===== config.mk =====
export PLATFORM = sky130hd
export DESIGN_NAME = ad9122_spi_master_flat
export DESIGN_NICKNAME = d
export VERILOG_FILES = /design/src/rtl/ad9122_spi_master_if.sv /design/src/rtl/ad9122_spi_master.sv /design/src/flat_wrapper.sv
export SDC_FILE = /design/constraint.sdc
export NUM_CORES = 1
export LEC_CHECK = 0
export BUFFER_PORTS_ARGS = -buffer_cell sky130_fd_sc_hd__buf_2
export CORE_MARGIN = 2
export CORE_UTILIZATION = 30
export CTS_BUF_LIST = sky130_fd_sc_hd__clkbuf_8
export CTS_CLUSTER_DIAMETER = 200
export DETAILED_ROUTE_END_ITERATION = 10
export GPL_TIMING_DRIVEN = 0
export PLACE_DENSITY = 0.6
export SYNTH_ARGS = -nofsm -noshare
export SYNTH_HDL_FRONTEND = slang
export SYNTH_SLANG_ARGS = --single-unit

===== constraint.sdc =====
create_clock -name clk -period 3.9 [get_ports clk]
set_input_delay 0.195 -clock clk [delete_from_list [all_inputs] [get_ports clk]]
set_output_delay 0.195 -clock clk [all_outputs]
set_load 0.02 [all_outputs]

===== src/rtl/ad9122_spi_master_if.sv =====
// Request/response bus between the AD9122 register-config sequencer and the
// SPI serial engine.
//   write_req, read_req : one-cycle start strobes from the sequencer
//   ad_rw_addr          : [6:0] register address, [7] unused
//   w_ad_data           : byte to write
//   r_w_end             : one-cycle completion pulse from the engine
//   r_ad_data           : last byte read back from the DAC
//   r_data_valid        : pulses with r_w_end on reads only
//   busy                : engine is not idle
// modport master = sequencer side, modport slave = SPI engine side.
interface ad9122_spi_master_if;
  logic       write_req;
  logic       read_req;
  logic [7:0] ad_rw_addr;
  logic [7:0] w_ad_data;
  logic       r_w_end;
  logic [7:0] r_ad_data;
  logic       r_data_valid;
  logic       busy;

  modport master (
    output write_req, read_req, ad_rw_addr, w_ad_data,
    input  r_w_end, r_ad_data, r_data_valid, busy
  );

  modport slave (
    input  write_req, read_req, ad_rw_addr, w_ad_data,
    output r_w_end, r_ad_data, r_data_valid, busy
  );
endinterface


===== src/rtl/ad9122_spi_master.sv =====
// AD9122 3-wire SPI engine. Runs one 16-bit transaction per request:
// instruction byte {rd, addr[6:0]} then data byte, MSB first, CPOL=0.
// Ports:
//   clk, rst     : system clock, synchronous active-high reset
//   bus          : request/response bus (slave modport)
//   spi_csn      : chip select, active-low
//   spi_sclk     : serial clock, idles low
//   spi_sdio_o   : SDIO output data
//   spi_sdio_oe  : SDIO output enable (1 = master drives)
//   spi_sdio_i   : SDIO input from pad
// All outputs come straight from flops. They are decoded from the next-state
// values so the pins line up exactly with the FSM timeline.
module ad9122_spi_master #(
  parameter int CLK_DIV  = 4,
  parameter int CS_SETUP = 2,
  parameter int CS_HOLD  = 2
) (
  input  logic                       clk,
  input  logic                       rst,
  ad9122_spi_master_if.slave         bus,
  output logic                       spi_csn,
  output logic                       spi_sclk,
  output logic                       spi_sdio_o,
  output logic                       spi_sdio_oe,
  input  logic                       spi_sdio_i
);

  localparam int CMAX_A = (CLK_DIV > CS_SETUP) ? CLK_DIV : CS_SETUP;
  localparam int CMAX   = (CMAX_A > CS_HOLD) ? CMAX_A : CS_HOLD;
  localparam int CW     = (CMAX > 1) ? $clog2(CMAX + 1) : 1;

  localparam logic [CW-1:0] DIV_LAST   = CW'(CLK_DIV - 1);
  localparam logic [CW-1:0] SETUP_LAST = CW'(CS_SETUP - 1);
  localparam logic [CW-1:0] HOLD_LAST  = CW'(CS_HOLD - 1);

  typedef enum logic [2:0] {
    IDLE,
    SETUP,
    SHIFT,
    HOLD,
    DONE
  } state_t;

  state_t          state_q, state_d;
  logic [CW-1:0]   cnt_q, cnt_d;
  logic [3:0]      bit_q, bit_d;
  logic            phase_q, phase_d;   // 0 = SCLK low phase, 1 = high phase
  logic [15:0]     shift_q, shift_d;
  logic            rd_q, rd_d;
  logic [7:0]      rx_q, rx_d;

  logic            csn_q, csn_d;
  logic            sclk_q, sclk_d;
  logic            sdio_o_q, sdio_o_d;
  logic            sdio_oe_q, sdio_oe_d;
  logic            r_w_end_q, r_w_end_d;
  logic            r_data_valid_q, r_data_valid_d;
  logic            busy_q, busy_d;
  logic [7:0]      r_ad_data_q, r_ad_data_d;

  logic            req_rd;
  logic            unused_addr_msb;

  assign unused_addr_msb = bus.ad_rw_addr[7];

  // Write wins when both strobes arrive together.
  assign req_rd = ~bus.write_req & bus.read_req;

  always_comb begin
    state_d     = state_q;
    cnt_d       = cnt_q;
    bit_d       = bit_q;
    phase_d     = phase_q;
    shift_d     = shift_q;
    rd_d        = rd_q;
    rx_d        = rx_q;
    r_ad_data_d = r_ad_data_q;

    unique case (state_q)
      IDLE: begin
        if (bus.write_req || bus.read_req) begin
          rd_d    = req_rd;
          shift_d = {req_rd, bus.ad_rw_addr[6:0], req_rd ? 8'h00 : bus.w_ad_data};
          cnt_d   = '0;
          state_d = SETUP;
        end
      end

      SETUP: begin
        if (cnt_q == SETUP_LAST) begin
          cnt_d   = '0;
          bit_d   = '0;
          phase_d = 1'b0;
          state_d = SHIFT;
        end else begin
          cnt_d = cnt_q + CW'(1);
        end
      end

      SHIFT: begin
        if (cnt_q == DIV_LAST) begin
          cnt_d = '0;
          if (!phase_q) begin
            phase_d = 1'b1;
          end else begin
            // Last clk of a high phase: capture the DAC's bit for the data byte.
            if (rd_q && bit_q[3]) begin
              rx_d = {rx_q[6:0], spi_sdio_i};
            end
            if (bit_q == 4'd15) begin
              // The final bit is captured on this same edge, so publish rx_d.
              if (rd_q) begin
                r_ad_data_d = rx_d;
              end
              state_d = HOLD;
            end else begin
              bit_d   = bit_q + 4'd1;
              phase_d = 1'b0;
              shift_d = {shift_q[14:0], 1'b0};
            end
          end
        end else begin
          cnt_d = cnt_q + CW'(1);
        end
      end

      HOLD: begin
        if (cnt_q == HOLD_LAST) begin
          cnt_d   = '0;
          state_d = DONE;
        end else begin
          cnt_d = cnt_q + CW'(1);
        end
      end

      DONE: begin
        state_d = IDLE;
      end

      default: begin
        state_d = IDLE;
      end
    endcase
  end

  // Output decode from the next-state values.
  always_comb begin
    csn_d          = 1'b1;
    sclk_d         = 1'b0;
    sdio_o_d       = sdio_o_q;
    sdio_oe_d      = 1'b0;
    r_w_end_d      = 1'b0;
    r_data_valid_d = 1'b0;
    busy_d         = (state_d != IDLE);

    unique case (state_d)
      SETUP: begin
        csn_d     = 1'b0;
        sdio_o_d  = shift_d[15];
        sdio_oe_d = 1'b1;
      end
      SHIFT: begin
        csn_d     = 1'b0;
        sclk_d    = phase_d;
        // shift_d only moves at the start of a low phase, so SDIO does too.
        sdio_o_d  = shift_d[15];
        sdio_oe_d = ~(rd_d & bit_d[3]);
      end
      HOLD: begin
        csn_d     = 1'b0;
        sdio_oe_d = ~rd_d;
      end
      DONE: begin
        r_w_end_d      = 1'b1;
        r_data_valid_d = rd_d;
      end
      default: begin
      end
    endcase
  end

  // An aborted read never writes r_ad_data; only reset itself clears it.
  always_ff @(posedge clk) begin
    if (rst) begin
      state_q        <= IDLE;
      cnt_q          <= '0;
      bit_q          <= '0;
      phase_q        <= 1'b0;
      shift_q        <= '0;
      rd_q           <= 1'b0;
      rx_q           <= '0;
      csn_q          <= 1'b1;
      sclk_q         <= 1'b0;
      sdio_o_q       <= 1'b0;
      sdio_oe_q      <= 1'b0;
      r_w_end_q      <= 1'b0;
      r_data_valid_q <= 1'b0;
      busy_q         <= 1'b0;
      r_ad_data_q    <= '0;
    end else begin
      state_q        <= state_d;
      cnt_q          <= cnt_d;
      bit_q          <= bit_d;
      phase_q        <= phase_d;
      shift_q        <= shift_d;
      rd_q           <= rd_d;
      rx_q           <= rx_d;
      csn_q          <= csn_d;
      sclk_q         <= sclk_d;
      sdio_o_q       <= sdio_o_d;
      sdio_oe_q      <= sdio_oe_d;
      r_w_end_q      <= r_w_end_d;
      r_data_valid_q <= r_data_valid_d;
      busy_q         <= busy_d;
      r_ad_data_q    <= r_ad_data_d;
    end
  end

  assign spi_csn          = csn_q;
  assign spi_sclk         = sclk_q;
  assign spi_sdio_o       = sdio_o_q;
  assign spi_sdio_oe      = sdio_oe_q;
  assign bus.r_w_end      = r_w_end_q;
  assign bus.r_data_valid = r_data_valid_q;
  assign bus.busy         = busy_q;
  assign bus.r_ad_data    = r_ad_data_q;

endmodule


===== src/flat_wrapper.sv =====
// flat-port wrapper written by rule: the top's interface ports become plain ports
module ad9122_spi_master_flat 
#(
  parameter int CLK_DIV  = 4,
  parameter int CS_SETUP = 2,
  parameter int CS_HOLD  = 2
)
  (clk, rst, spi_csn, spi_sclk, spi_sdio_o, spi_sdio_oe, spi_sdio_i, bus_write_req, bus_read_req, bus_ad_rw_addr, bus_w_ad_data, bus_r_w_end, bus_r_ad_data, bus_r_data_valid, bus_busy);
  ad9122_spi_master_if bus_i ();
  input  logic clk;
  input  logic rst;
  output logic spi_csn;
  output logic spi_sclk;
  output logic spi_sdio_o;
  output logic spi_sdio_oe;
  input  logic spi_sdio_i;
  input wire logic [$bits(bus_i.write_req)-1:0] bus_write_req;
  input wire logic [$bits(bus_i.read_req)-1:0] bus_read_req;
  input wire logic [$bits(bus_i.ad_rw_addr)-1:0] bus_ad_rw_addr;
  input wire logic [$bits(bus_i.w_ad_data)-1:0] bus_w_ad_data;
  output wire logic [$bits(bus_i.r_w_end)-1:0] bus_r_w_end;
  output wire logic [$bits(bus_i.r_ad_data)-1:0] bus_r_ad_data;
  output wire logic [$bits(bus_i.r_data_valid)-1:0] bus_r_data_valid;
  output wire logic [$bits(bus_i.busy)-1:0] bus_busy;
  assign bus_i.write_req = bus_write_req;
  assign bus_i.read_req = bus_read_req;
  assign bus_i.ad_rw_addr = bus_ad_rw_addr;
  assign bus_i.w_ad_data = bus_w_ad_data;
  assign bus_r_w_end = bus_i.r_w_end;
  assign bus_r_ad_data = bus_i.r_ad_data;
  assign bus_r_data_valid = bus_i.r_data_valid;
  assign bus_busy = bus_i.busy;
  ad9122_spi_master #(.CLK_DIV(CLK_DIV), .CS_SETUP(CS_SETUP), .CS_HOLD(CS_HOLD)) u_core (.clk(clk), .rst(rst), .bus(bus_i), .spi_csn(spi_csn), .spi_sclk(spi_sclk), .spi_sdio_o(spi_sdio_o), .spi_sdio_oe(spi_sdio_oe), .spi_sdio_i(spi_sdio_i));
endmodule

==> After elaboration in Yosys (flattened, before gate mapping) <==
Index checks and enable logic that the tools add are counted.
{ "classes": {"n_addsub": 2, "n_mul": 0, "n_div": 0, "magnitude_cmp": 0, "eq_ne": 15, "n_shift": 0, "muxes": 33, "bitwise": 7, "reduce_logical": 17} }
{ "ops": {"columns": ["operator", "count"], "rows": [
  ["2-to-1 mux 16 bit", 4],
  ["one-hot mux 16 bit (2 select lines)", 1],
  ["2-to-1 mux 3 bit", 9],
  ["2-to-1 mux 4 bit", 4],
  ["2-to-1 mux 8 bit", 2],
  ["equality test 3 x 2 -> 1 bit, second input constant", 5],
  ["AND reduction 5 bit", 3],
  ["one-hot mux 3 bit (4 select lines)", 1],
  ["equality test 3 x 1 -> 1 bit, second input constant", 3],
  ["one-hot mux 3 bit (3 select lines)", 1],
  ["2-to-1 mux 1 bit", 8],
  ["inequality test 2 x 1 -> 1 bit, second input constant", 4],
  ["one-hot mux 4 bit (2 select lines)", 1],
  ["OR reduction 2 bit", 4],
  ["nonzero test 3 bit", 2],
  ["inverter 1 bit", 5],
  ["adder 4 x 1 -> 4 bit, second input constant", 1],
  ["equality test 4 bit, second input constant", 1],
  ["nonzero test 2 bit", 2],
  ["adder 3 x 1 -> 3 bit, second input constant", 1],
  ["equality test 3 bit, second input constant", 1],
  ["zero test 3 bit", 1],
  ["one-hot mux 1 bit (3 select lines)", 1],
  ["AND reduction 3 bit", 1],
  ["other kinds (7)", 8]
]} }
{ "totals": {"reg_bits": 51, "latch_bits": 0, "ramBits": 0, "mem_bits_ro": 0, "in_bits": 21, "output_inout_bits": 15, "wordCells": 91, "n_memories": 0} }

==> Depth between registers and ports, before layout <==
Gate-level depths: netlist of run 1.
{ "logic_depth": {"word_depth": 8, "depth_mapped": 8, "depth_no_buf": 6} }

==> Worst setup path before layout of run 1 <==
OpenSTA, ideal clock, no wires.
{ "synth_path": {"path_type": "register -> register", "startpoint": "register u_core.cnt_q[0]", "endpoint": "register u_core.sdio_o_q (netlist: u_core.spi_sdio_o)", "setup_time_ps": 86, "arrival_ps": 1788, "t_required_ps": 3814, "slack_ps": 2026, "path_stages_with_launch": 7, "n_path_buf": 0, "period_less_slack_ps": 1874, "path_cell_list": "dfxtp_1 > ha_1 > ha_1 > nand4bb_4 > or3_4 > a31o_1 > a221oi_2"} }
{ "synth_via": {"elab_chain_cells": 5, "elab_cells_between_ends": 11, "cone_classes": "eq/ne (4); mux (6); reduce/logical (1)"} }
{ "synth_lines": {"columns": ["item", "line_no", "text"], "rows": [
  ["start, declared", "ad9122_spi_master.sv:45", "logic [CW-1:0] cnt_q, cnt_d;"],
  ["start signal, assigned", "ad9122_spi_master.sv:202", "cnt_q <= cnt_d;"],
  ["equality test 3 x 1 -> 1 bit or equality test 3 x 2 -> 1 bit (tied branches)", "ad9122_spi_master.sv:90, ad9122_spi_master.sv:128, ad9122_spi_master.sv:101", null],
  ["2-to-1 mux 3 bit, on equally long branches", "ad9122_spi_master.sv:128, ad9122_spi_master.sv:90, ad9122_spi_master.sv:101", null],
  ["one-hot mux 3 bit (4 select lines)", "ad9122_spi_master.sv:79", "unique case (state_q)"],
  ["equality test 3 x 1 -> 1 bit or equality test 3 x 2 -> 1 bit (tied branches)", "ad9122_spi_master.sv:156", "unique case (state_d)"],
  ["OR reduction 2 bit (no line)", null, null],
  ["end signal, assigned", "ad9122_spi_master.sv:210", "sdio_o_q <= sdio_o_d;"],
  ["end, declared", "ad9122_spi_master.sv:54", "logic sdio_o_q, sdio_o_d;"]
]} }
Parallel ways exist; a longest one is shown, timed or not. The select of a mux whose other input is x is not followed.
A chain may end at the register's enable or synchronous reset.

==> Worst setup path in the final report of run 1 <==
{ "layout_path": {"startpoint": "register u_core.cnt_q[0]", "endpoint": "register u_core.shift_q[3]"} }
{ "layout_via": {"elab_chain_cells": 3} }
{ "layout_lines": {"columns": ["item", "line_no", "text"], "rows": [
  ["equality test 3 x 2 -> 1 bit", "ad9122_spi_master.sv:101", "if (cnt_q == DIV_LAST) begin"],
  ["inequality test 2 x 1 -> 1 bit (no line)", null, null],
  ["AND reduction 5 bit (no line)", null, null],
  ["end signal, assigned", "ad9122_spi_master.sv:205", "shift_q <= shift_d;"],
  ["end, declared", "ad9122_spi_master.sv:48", "logic [15:0] shift_q, shift_d;"]
]} }
Every way passes these cells.

==> metrics.md, run 1 <==
| Metric | Value |
|---|---|
| Post_cts resized | 0 |
| Iter 0 DRT Violations | 96 |
| GRT busiest layer | met2 |
| PortBufs | 34 |
| WHS | 0.117 ns |
| Post-synth ARST share | 0% |
| Critical Path End Type | register |
| Initial antenna violation count | 0 |
| Warnings, synthesis | 0 |
| R2R Setup Slk | 1.79 ns |
| Vias | 2014 |
| Actual slew at the worst max-slew pin | 0.611 ns |
| Synthesized cell area | 0.00235 mm2 |
| Rows | 32 |
| Hold Path Class | input pin to register |
| Power per cell area | 396 mW/mm2 |
| Top-count cell post-synth | dfxtp_1 |
| Startpoint Class | register |
| Min Tclk post-route | 2.11 ns |
| Final Cell Area | 0.00274 mm2 |
| DRC viols | 0 |
| Area grow syn2layout | 16.6% |
| Final HPWL DP | 4060 um |
| Synth area leader | dfxtp_1 |
| CP Data Arrival Time | 2.29 ns |
| Met3 Use GR | 3.17% |
| Worst Path Required | 4.08 ns |
| Setup TNS Final | 0 ns |
| Critical-path cell list | ha_1, ha_1, and2_1, a21oi_1, o31a_1, buf_2, o2bb2ai_1 |
| Final core occ | 35.8% |
| Peak VDD IR | 0.000160 V |
| Yosys reg bits | 51 |
| Layout cell share with drive strength beyond 1 | 21.5% |
| Synth area leaders | dfxtp_1 43%, o2bb2ai_1 5.2%, a22oi_1 4.5%, nor2_1 4.3%, a311oi_1 3.7% |
| Synth cell types | 56 |
| Avg Cell Area, Syn | 9.52 um2 |
| # nets final | 314 |
| GPL Wtd Cong | 0.842 |
| H-tree depth | 2 |
| Family with the most delay on the worst path | compound AO/OA/AOI/OAI gates |
| Met2 Use GR | 22.0% |
| Die W | 92.5 um |
| GRT Total Usage | 13.4% |
| Leak | 1.06 nW |
| Core region area | 0.00765 mm2 |
| Post-route setup slack | 1.79 ns |
| Vias per inst | 5.15 |
| Clock root buffer | clkbuf_8 |
| Commonest cells post-synth | 51 x dfxtp_1, 27 x nor2_1, 16 x nand2_1 |
| Critical path fanouts, max | 10 |
| Max Fclk | 473 MHz |
| Hold Vio Cnt, Final | 0 |
| Vias in the first global route | 1946 |
| Critical path class | register to register |
| CTS tree | yes |
| CTS Sinks | 51 |
| Clk Latency, worst-skew pair | 0.31 ns |
| Antenna diode count | 0 |
| Placed cell areas | 0.00265 mm2 |
| Rel. slew slack | 59.1% |
| Global-route wire length before repair | 9280 um |
| CP bufs+invs | 1 |
| Number of synthesized flops with an enable pin | 0 |
| Clk buf depth | 2 |
| Hold bufs inserted after CTS | 0 |
| Most used cell, CP | ha_1 |
| Detailed Route WL | 5580 um |
| Yosys top cell area share | 43.4% |
| Reg clk slew, reported paths | 0.10 ns |
| Placed Cells | 383 |
| Final-report setup violation count | 0 |
| Status | finished clean |
| Post-DRT Antenna Nets | 0 |
| Post-route insts no fill | 391 |
| Router iterations before antenna repair | 4 |
| Top FF cell, synth | dfxtp_1 |
| RSZ-0062 raised after global routing | false |
| Pins Over Slew Limit | 0 |
| Syn Inst Count | 247 |
| Max-cap violations | 0 |
| WL/cell | 14.3 um |
| Final Skew | 0.0154 ns |
| M1 GR Usage | 17.4% |
| Die Ht | 92.5 um |
| Area of the die | 0.00856 mm2 |
| CP max stage cell | dfxtp_1 |
| Filler cells | 771 |
| Post-synthesis sequential area ratio | 43.4% |
| Worst slack at placement | 1.77 ns |
| Power, Total | 1.09 mW |
| Crit share post-route | 54.2% |
| # IOs | 36 |
| Grt total ovfl | 0 |
| Pin count of the biggest net entering global routing | 18 |
| Starting Density | 30.7% |
| Synth Net Count | 273 |
| Largest stage delay, worst path | 0.40 ns |
| Postcts setup bufs | 0 |
| Total CTS buffers | 5 |
sequential cells by signal, indices dropped and copies added, names as in the netlist:
signal and flops:
u_core.spi_sdio_oe 1, u_core.bus.r_ad_data 8, u_core.bit_q 4, u_core.cnt_q 3, u_core.bus.r_w_end 1, u_core.spi_sdio_o 1, u_core.rx_q 8, u_core.rd_q 1
u_core.spi_sclk 1, u_core.spi_csn 1, u_core.bus.busy 1, u_core.phase_q 1, u_core.bus.r_data_valid 1, u_core.state_q 3, u_core.shift_q 16
worst reg2reg max path: cells and delay by family, from the launching register on:
family | cells | cell delay, ns
compound gates | 3 | 0.60
fa+ha+maj | 2 | 0.52
buf+inv | 1 | 0.22
flops | 1 | 0.40
simple gates | 1 | 0.25
cells by family (layout without fill, tap and decap cells):
group | count (synthesis) | in the layout | synth area share (%)
AOI/OAI and AO/OA | 67 | 67 | 22.7
muxes | 9 | 9 | 4.04
and+or+nand+nor | 89 | 89 | 21.8
adders and majority gates | 5 | 5 | 2.66
buffers and inverters | 26 | 68 | 5.32
DFF | 51 | 51 | 43.4
path summary, 6_finish.rpt:
check,startpoint,endpoint,depth (start not counted)
max,u_core.cnt_q[0]$_SDFFE_PP0P_,u_core.shift_q[3]$_SDFFE_PP0P_,7
min reg2reg,u_core.rx_q[7]$_SDFFE_PP0P_,u_core.bus.r_ad_data[7]$_SDFFE_PP0P_,2
min,bus_w_ad_data[0],u_core.shift_q[0]$_SDFFE_PP0P_,2
max reg2reg,u_core.cnt_q[0]$_SDFFE_PP0P_,u_core.shift_q[3]$_SDFFE_PP0P_,7
cells in the final DEF (no fill, tap or decap), types with 2 or more instances in the layout:
master and n:
nand3_1 11, o2bb2ai_1 14, mux2i_1 8, nand2_1 16, dfxtp_1 51, clkbuf_1 3, nor2b_1 3, and2_1 2
a31oi_1 2, a211oi_1 2, buf_1 3, o31a_1 3, nand2b_1 2, a21oi_1 3, ha_1 5, nor2_1 27
inv_6 2, a22oi_1 14, clkbuf_8 5, or3_1 3, inv_1 9, or2_2 2, o21ai_0 5, o32ai_1 3
nand4_1 2, a311oi_1 10, nand3b_1 2, nor3_1 5, buf_6 2, buf_2 41
power breakdown:
| group | total, mW | internal [mW] | switching [mW] | leakage, nW |
|---|---|---|---|---|
| logic | 0.196 | 0.0796 | 0.117 | 0.597 |
| registers | 0.570 | 0.552 | 0.0176 | 0.415 |
| clock network | 0.319 | 0.130 | 0.189 | 0.0489 |
final cells by class:
type,instances,area [um2],share of cell area (%)
repair buffers,34,170,6.21
inverters,10,37.5,1.37
plain buffers,16,87.6,3.20
multi-input cells,170,1200,44.0
flip-flops and latches,51,1020,37.3
clock inverters,3,22.5,0.822
clock buffers,5,68.8,2.51
well taps,102,128,4.66
routing by layer:
layer	vias up	wire length [um]
li1	1008	-
met1	945	2690
met2	57	2520
met3	4	316
met4	0	50
met5	-	0
Power figures use the tool's default switching activity.
==> inputs of run 2 (changes only) <==
- clock period: 3.9 -> 2.1 ns (I/O delays scaled with it)
==> run 2 against run 1 <==
Clock power rose by 87%. Sequential cell count unchanged. Cell count up 0.26%. Combinational power up 87%. Die area unchanged. Global-route usage barely moved. Clock skew is essentially flat. Register-to-register slack worse by 1.6 ns. Critical path depth unchanged. Highest routed layer unchanged.
==> metrics.md, run 2 (synthesis results as in run 1) <==
| Metric | Value |
|---|---|
| Most common cell after layout, fill and taps aside | dfxtp_1 |
| Filler cells | 771 |
| Initial antenna violation count | 0 |
| Comb power frac | 18.1% |
| Multi-input logic area | 0.00122 mm2 |
| Reg power frac | 52.4% |
| Critical path class | register to register |
| Pins Over Slew Limit | 0 |
| Pin count of the biggest net entering global routing | 18 |
| Worst hold path depth | 2 |
| Rows | 32 |
| Worst Path Required | 2.28 ns |
| Core region area | 0.00765 mm2 |
| Actual slew at the worst max-slew pin | 0.623 ns |
| Hold Vio Cnt, Final | 0 |
| # nets final | 315 |
| Die W | 92.5 um |
| Starting Density | 30.7% |
| GPL Wtd Cong | 0.842 |
| Power per cell area | 730 mW/mm2 |
| Clk buf depth | 2 |
| Critical Path End Type | register |
| Area of the die | 0.00856 mm2 |
| Register-to-Register Path Depth | 7 |
| Grt total ovfl | 0 |
| Power, Total | 2.02 mW |
| Internal power | 1.42 mW |
| RSZ-0062 raised after global routing | false |
| Total CTS buffers | 5 |
| # IOs | 36 |
| DRC viols | 0 |
| Global-route wire length before repair | 9250 um |
| Worst r2r src | u_core.cnt_q[0]$_SDFFE_PP0P_ |
| FF/Latch Area | 0.00102 mm2 |
| Vias | 2031 |
| Router iterations before antenna repair | 4 |
| Vias per inst | 5.18 |
| Clock Power Share | 29.5% |
| Vias in the first global route | 1944 |
| Peak VDD IR | 0.000299 V |
| H-tree depth | 2 |
| Detailed Route WL | 5600 um |
| Clock root buffer | clkbuf_8 |
| Reg clk slew, reported paths | 0.10 ns |
| Hold Path Class | input pin to register |
| PortBufs | 34 |
| Max Fclk | 522 MHz |
| HP Start | bus_w_ad_data[0] |
| GRT Total Usage | 13.3% |
| Worst Hold End | u_core.shift_q[0]$_SDFFE_PP0P_ |
| Layout cell share with drive strength beyond 1 | 23.1% |
| CTS Sinks | 51 |
| CTS tree | yes |
| Critical path fanouts, max | 10 |
| Reg2reg end | u_core.shift_q[3]$_SDFFE_PP0P_ |
| Crit share post-route | 91.3% |
| Setup TNS Final | 0 ns |
| Top reg by flops | u_core.shift_q |
| Rel. slew slack | 58.3% |
| CP Data Arrival Time | 2.10 ns |
| Startpoint Class | register |
| Status | finished clean |
| Most frequent cells in the layout | 50 x dfxtp_1, 41 x buf_2, 27 x nor2_1 |
| Post-DRT Antenna Nets | 0 |
| Leak | 1.06 nW |
| Max-cap violations | 0 |
| Clk Latency, worst-skew pair | 0.31 ns |
| Area grow syn2layout | 17.8% |
| Net Sw Frac | 29.9% |
| Min Tclk post-route | 1.92 ns |
| Final HPWL DP | 4060 um |
| WL/cell | 14.3 um |
| Die Ht | 92.5 um |
| R2R Setup Slk | 0.18 ns |
| Final-report setup violation count | 0 |
| Final Skew | 0.0150 ns |
| Max reg flops | 16 |
| Iter 0 DRT Violations | 116 |
| Sw Pwr | 0.604 mW |
| Antenna diode count | 0 |
| Hold bufs inserted after CTS | 0 |
[run 2: worst max-delay path: stages (launching register included)]
cell,delay (ns)
dfxtp_2,0.37
ha_2,0.21
ha_4,0.19
and2_1,0.21
a21oi_1,0.08
o31a_1,0.37
buf_2,0.22
o2bb2ai_1,0.13
[run 2: layout make-up]
cell class	count	area share (%)
Clock buffer	5	2.49
Clock inverter	3	0.813
Timing Repair Buffer	35	6.42
Tap cell	102	4.61
Buffer	16	3.16
Multi-Input combinational cell	170	44.2
Sequential cell	51	36.9
Inverter	10	1.36
[run 2: per-stage QoR]
step	worst slack, ns	instance area [um2]	util, %	instances	hold WS (ns)
2_1_floorplan	0.226	2350	-	247	0.249
3_3_place_gp	0.0120	2650	34.6	383	0.342
3_5_place_dp	-0.0290	2650	34.6	383	0.349
4_1_cts	0.0654	2750	36.0	392	0.0156
5_1_grt	0.0330	2770	36.2	392	0.0340
6_report	0.183	2770	36.2	392	0.0258
[run 2: routing by layer]
metal / wire length [um] / global-route usage, %
met1: 2720 / 17.3
met5: 0 / 0
met2: 2540 / 22.0
met3: 285 / 3.17
met4: 51 / 3.98
[run 2: power groups by stage]
stage | logic, mW | registers, mW | clock network [mW]
3_5_place_dp | 0.362 | 1.08 | 0
3_3_place_gp | 0.359 | 1.08 | 0
4_1_cts | 0.364 | 1.06 | 0.617
2_1_floorplan | 0.245 | 1.09 | 0
6_report | 0.366 | 1.06 | 0.596
5_1_grt | 0.401 | 1.07 | 0.653
[run 2: timing repair]
action                     CTS  global route
cloned                       0             0
buffers inserted             1             0
setup endpoints to repair    5            16
pin swaps                    1             0
gates resized for setup      1             4
[run 2: how the worst max path moves through the flow]
stage	start	slack (ns)	end	cells after the start
global placement	u_core.cnt_q[0]$_SDFFE_PP0P_	0.01	u_core.bus.r_ad_data[7]$_SDFFE_PP0P_	7
detailed placement	u_core.cnt_q[0]$_SDFFE_PP0P_	-0.03	u_core.bus.r_ad_data[2]$_SDFFE_PP0P_	7
CTS	u_core.cnt_q[0]$_SDFFE_PP0P_	0.07	u_core.shift_q[3]$_SDFFE_PP0P_	7
global route	u_core.cnt_q[1]$_SDFFE_PP0P_	0.03	u_core.spi_sclk$_SDFF_PP0_	7
finish	u_core.cnt_q[0]$_SDFFE_PP0P_	0.18	u_core.shift_q[3]$_SDFFE_PP0P_	7
floorplan	u_core.cnt_q[0]$_SDFFE_PP0P_	0.23	u_core.spi_sdio_o$_SDFFE_PP0P_	6
==> inputs of run 3 (changes only) <==
- CTS_BUF_LIST: sky130_fd_sc_hd__clkbuf_8 -> sky130_fd_sc_hd__clkbuf_4
==> run 3 against run 2 <==
Maximum frequency shrank 1.1%. Sequential power is essentially flat. Largest cell class unchanged. Critical path depth is the same. Worst setup slack lost 0.021 ns. Cell area grew 1.8%. Highest routed layer unchanged.
==> metrics.md, run 3 (synthesis results as in run 1) <==
| Metric | Value |
|---|---|
| Max reg flops | 16 |
| Reg2reg end | u_core.shift_q[3]$_SDFFE_PP0P_ |
| Global-route wire length before repair | 9380 um |
| H-tree depth | 2 |
| Final Cell Area | 0.00282 mm2 |
| Startpoint Class | register |
| Leak | 1.09 nW |
| Vias | 2080 |
| Hold Path Class | input pin to register |
| Power per cell area | 679 mW/mm2 |
| Rows | 32 |
| Critical path depth | 7 |
| Final Skew | 0.0277 ns |
| Critical path class | register to register |
| # nets final | 323 |
| Detailed Route WL | 5570 um |
| Worst r2r src | u_core.cnt_q[0]$_SDFFE_PP0P_ |
| Family with the most delay on the worst path | compound AO/OA/AOI/OAI gates |
| Critical path fanouts, max | 10 |
| Status | finished clean |
| Die Ht | 92.5 um |
| Starting Density | 30.7% |
| Max-cap violations | 0 |
| Clock root buffer | clkbuf_4 |
| Area grow syn2layout | 19.9% |
| Pin count of the biggest net entering global routing | 18 |
| Iter 0 DRT Violations | 82 |
| Critical-path cell list | ha_2, ha_4, and2_1, a21oi_1, o31a_1, buf_2, o2bb2ai_1 |
| Vias in the first global route | 1990 |
| Total CTS buffers | 5 |
| Max Fclk | 516 MHz |
| Worst Path Required | 2.35 ns |
| # IOs | 36 |
| CP bufs+invs | 1 |
| Grt total ovfl | 0 |
| Vias per inst | 5.20 |
| R2R Setup Slk | 0.16 ns |
| CP Data Arrival Time | 2.18 ns |
| Layout cell share with drive strength beyond 1 | 22.5% |
| Min Tclk post-route | 1.94 ns |
| Die W | 92.5 um |
| Clk Latency, worst-skew pair | 0.38 ns |
| Post-DRT Antenna Nets | 0 |
| Peak VDD IR | 0.000266 V |
| Placed cell areas | 0.00265 mm2 |
| Largest stage delay, worst path | 0.39 ns |
| WL/cell | 13.9 um |
| CP max stage cell | dfxtp_2 |
| CTS Sinks | 51 |
| GRT Total Usage | 13.5% |
| Worst hold path depth | 3 |
| DRC viols | 0 |
| Critical Path End Type | register |
| Clk buf depth | 2 |
| Actual slew at the worst max-slew pin | 0.610 ns |
| Antenna diode count | 0 |
| RSZ-0062 raised after global routing | false |
| Hold Vio Cnt, Final | 0 |
| Reg clk slew, reported paths | 0.17 ns |
| Pins Over Slew Limit | 0 |
| Most common cell after layout, fill and taps aside | dfxtp_1 |
| Final-report setup violation count | 0 |
| CTS tree | yes |
| PortBufs | 34 |
| GPL Wtd Cong | 0.842 |
| Final HPWL DP | 4060 um |
| Crit share post-route | 92.3% |
| Initial antenna violation count | 0 |
| Router iterations before antenna repair | 4 |
| HP Start | bus_w_ad_data[1] |
| Area of the die | 0.00856 mm2 |
| Setup TNS Final | 0 ns |
| Worst Hold End | u_core.shift_q[1]$_SDFFE_PP0P_ |
| Rel. slew slack | 59.2% |
| Core region area | 0.00765 mm2 |
| Register-to-Register Path Depth | 7 |
| Most frequent cells in the layout | 50 x dfxtp_1, 41 x buf_2, 27 x nor2_1 |
| Top reg by flops | u_core.shift_q |
[run 3: cell count changes in the layout (fill, tap and decap cells not counted)]
cell / previous run / this run
clkbuf_4: 0 / 5
clkbuf_8: 5 / 0
dlygate4sd3_1: 0 / 8
[run 3: how the worst max path moves through the flow]
stage | start | to | slack [ns]
global placement | u_core.cnt_q[0]$_SDFFE_PP0P_ | u_core.bus.r_ad_data[7]$_SDFFE_PP0P_ | 0.01
floorplan | u_core.cnt_q[0]$_SDFFE_PP0P_ | u_core.spi_sdio_o$_SDFFE_PP0P_ | 0.23
finish | u_core.cnt_q[0]$_SDFFE_PP0P_ | u_core.shift_q[3]$_SDFFE_PP0P_ | 0.16
CTS | u_core.cnt_q[0]$_SDFFE_PP0P_ | u_core.shift_q[3]$_SDFFE_PP0P_ | 0.06
detailed placement | u_core.cnt_q[0]$_SDFFE_PP0P_ | u_core.bus.r_ad_data[2]$_SDFFE_PP0P_ | -0.03
global route | u_core.cnt_q[1]$_SDFFE_PP0P_ | u_core.spi_sclk$_SDFF_PP0_ | 0.01
[run 3: layout make-up]
cell class / instances / area [um2]
Buffer: 16 / 87.6
Clock buffer: 5 / 37.5
Sequential cell: 51 / 1020
Multi-Input combinational cell: 170 / 1220
Tap cell: 102 / 128
Fill cell: 770 / 4830
Clock inverter: 3 / 22.5
Inverter: 10 / 37.5
Timing Repair Buffer: 43 / 258
[run 3: where the power goes]
part / internal (mW) / total [mW] / switching (mW)
sequential: 1.03 / 1.06 / 0.0323
combinational: 0.158 / 0.376 / 0.218
clock: 0.138 / 0.478 / 0.340
[run 3: timing repair]
item                                    in CTS  in global routing
buffers inserted                             1                  0
hold buffers                                 7                  1
endpoints found under the setup margin       5                 17
hold endpoints to repair                     7                  1
pin swaps                                    1                  0
gates resized for setup                      1                  4
[run 3: routing by layer]
layer | global-route usage, % | up-vias | part of all wire (%)
met5 | 0 | - | 0
li1 | - | 1029 | -
met3 | 3.17 | 4 | 5.7
met1 | 17.3 | 982 | 47
met4 | 4.10 | 0 | 0.90
met2 | 22.4 | 65 | 46
[run 3: stage by stage]
step / hold slack (ns) / utilization (%) / setup slack [ns] / cells / power, mW
2_1_floorplan: 0.249 / - / 0.226 / 247 / 1.34
3_3_place_gp: 0.342 / 34.6 / 0.0120 / 383 / 1.44
4_1_cts: 0.00217 / 36.5 / 0.0550 / 399 / 1.93
5_1_grt: 0.00241 / 36.8 / 0.0147 / 400 / 2.02
6_report: 0.0194 / 36.8 / 0.162 / 400 / 1.91
3_5_place_dp: 0.349 / 34.6 / -0.0290 / 383 / 1.44
[run 3: tightest hold or removal path, stage by stage]
cell	delay (ns)
buf_2	0.07
a22oi_1	0.06
o2bb2ai_1	0.14
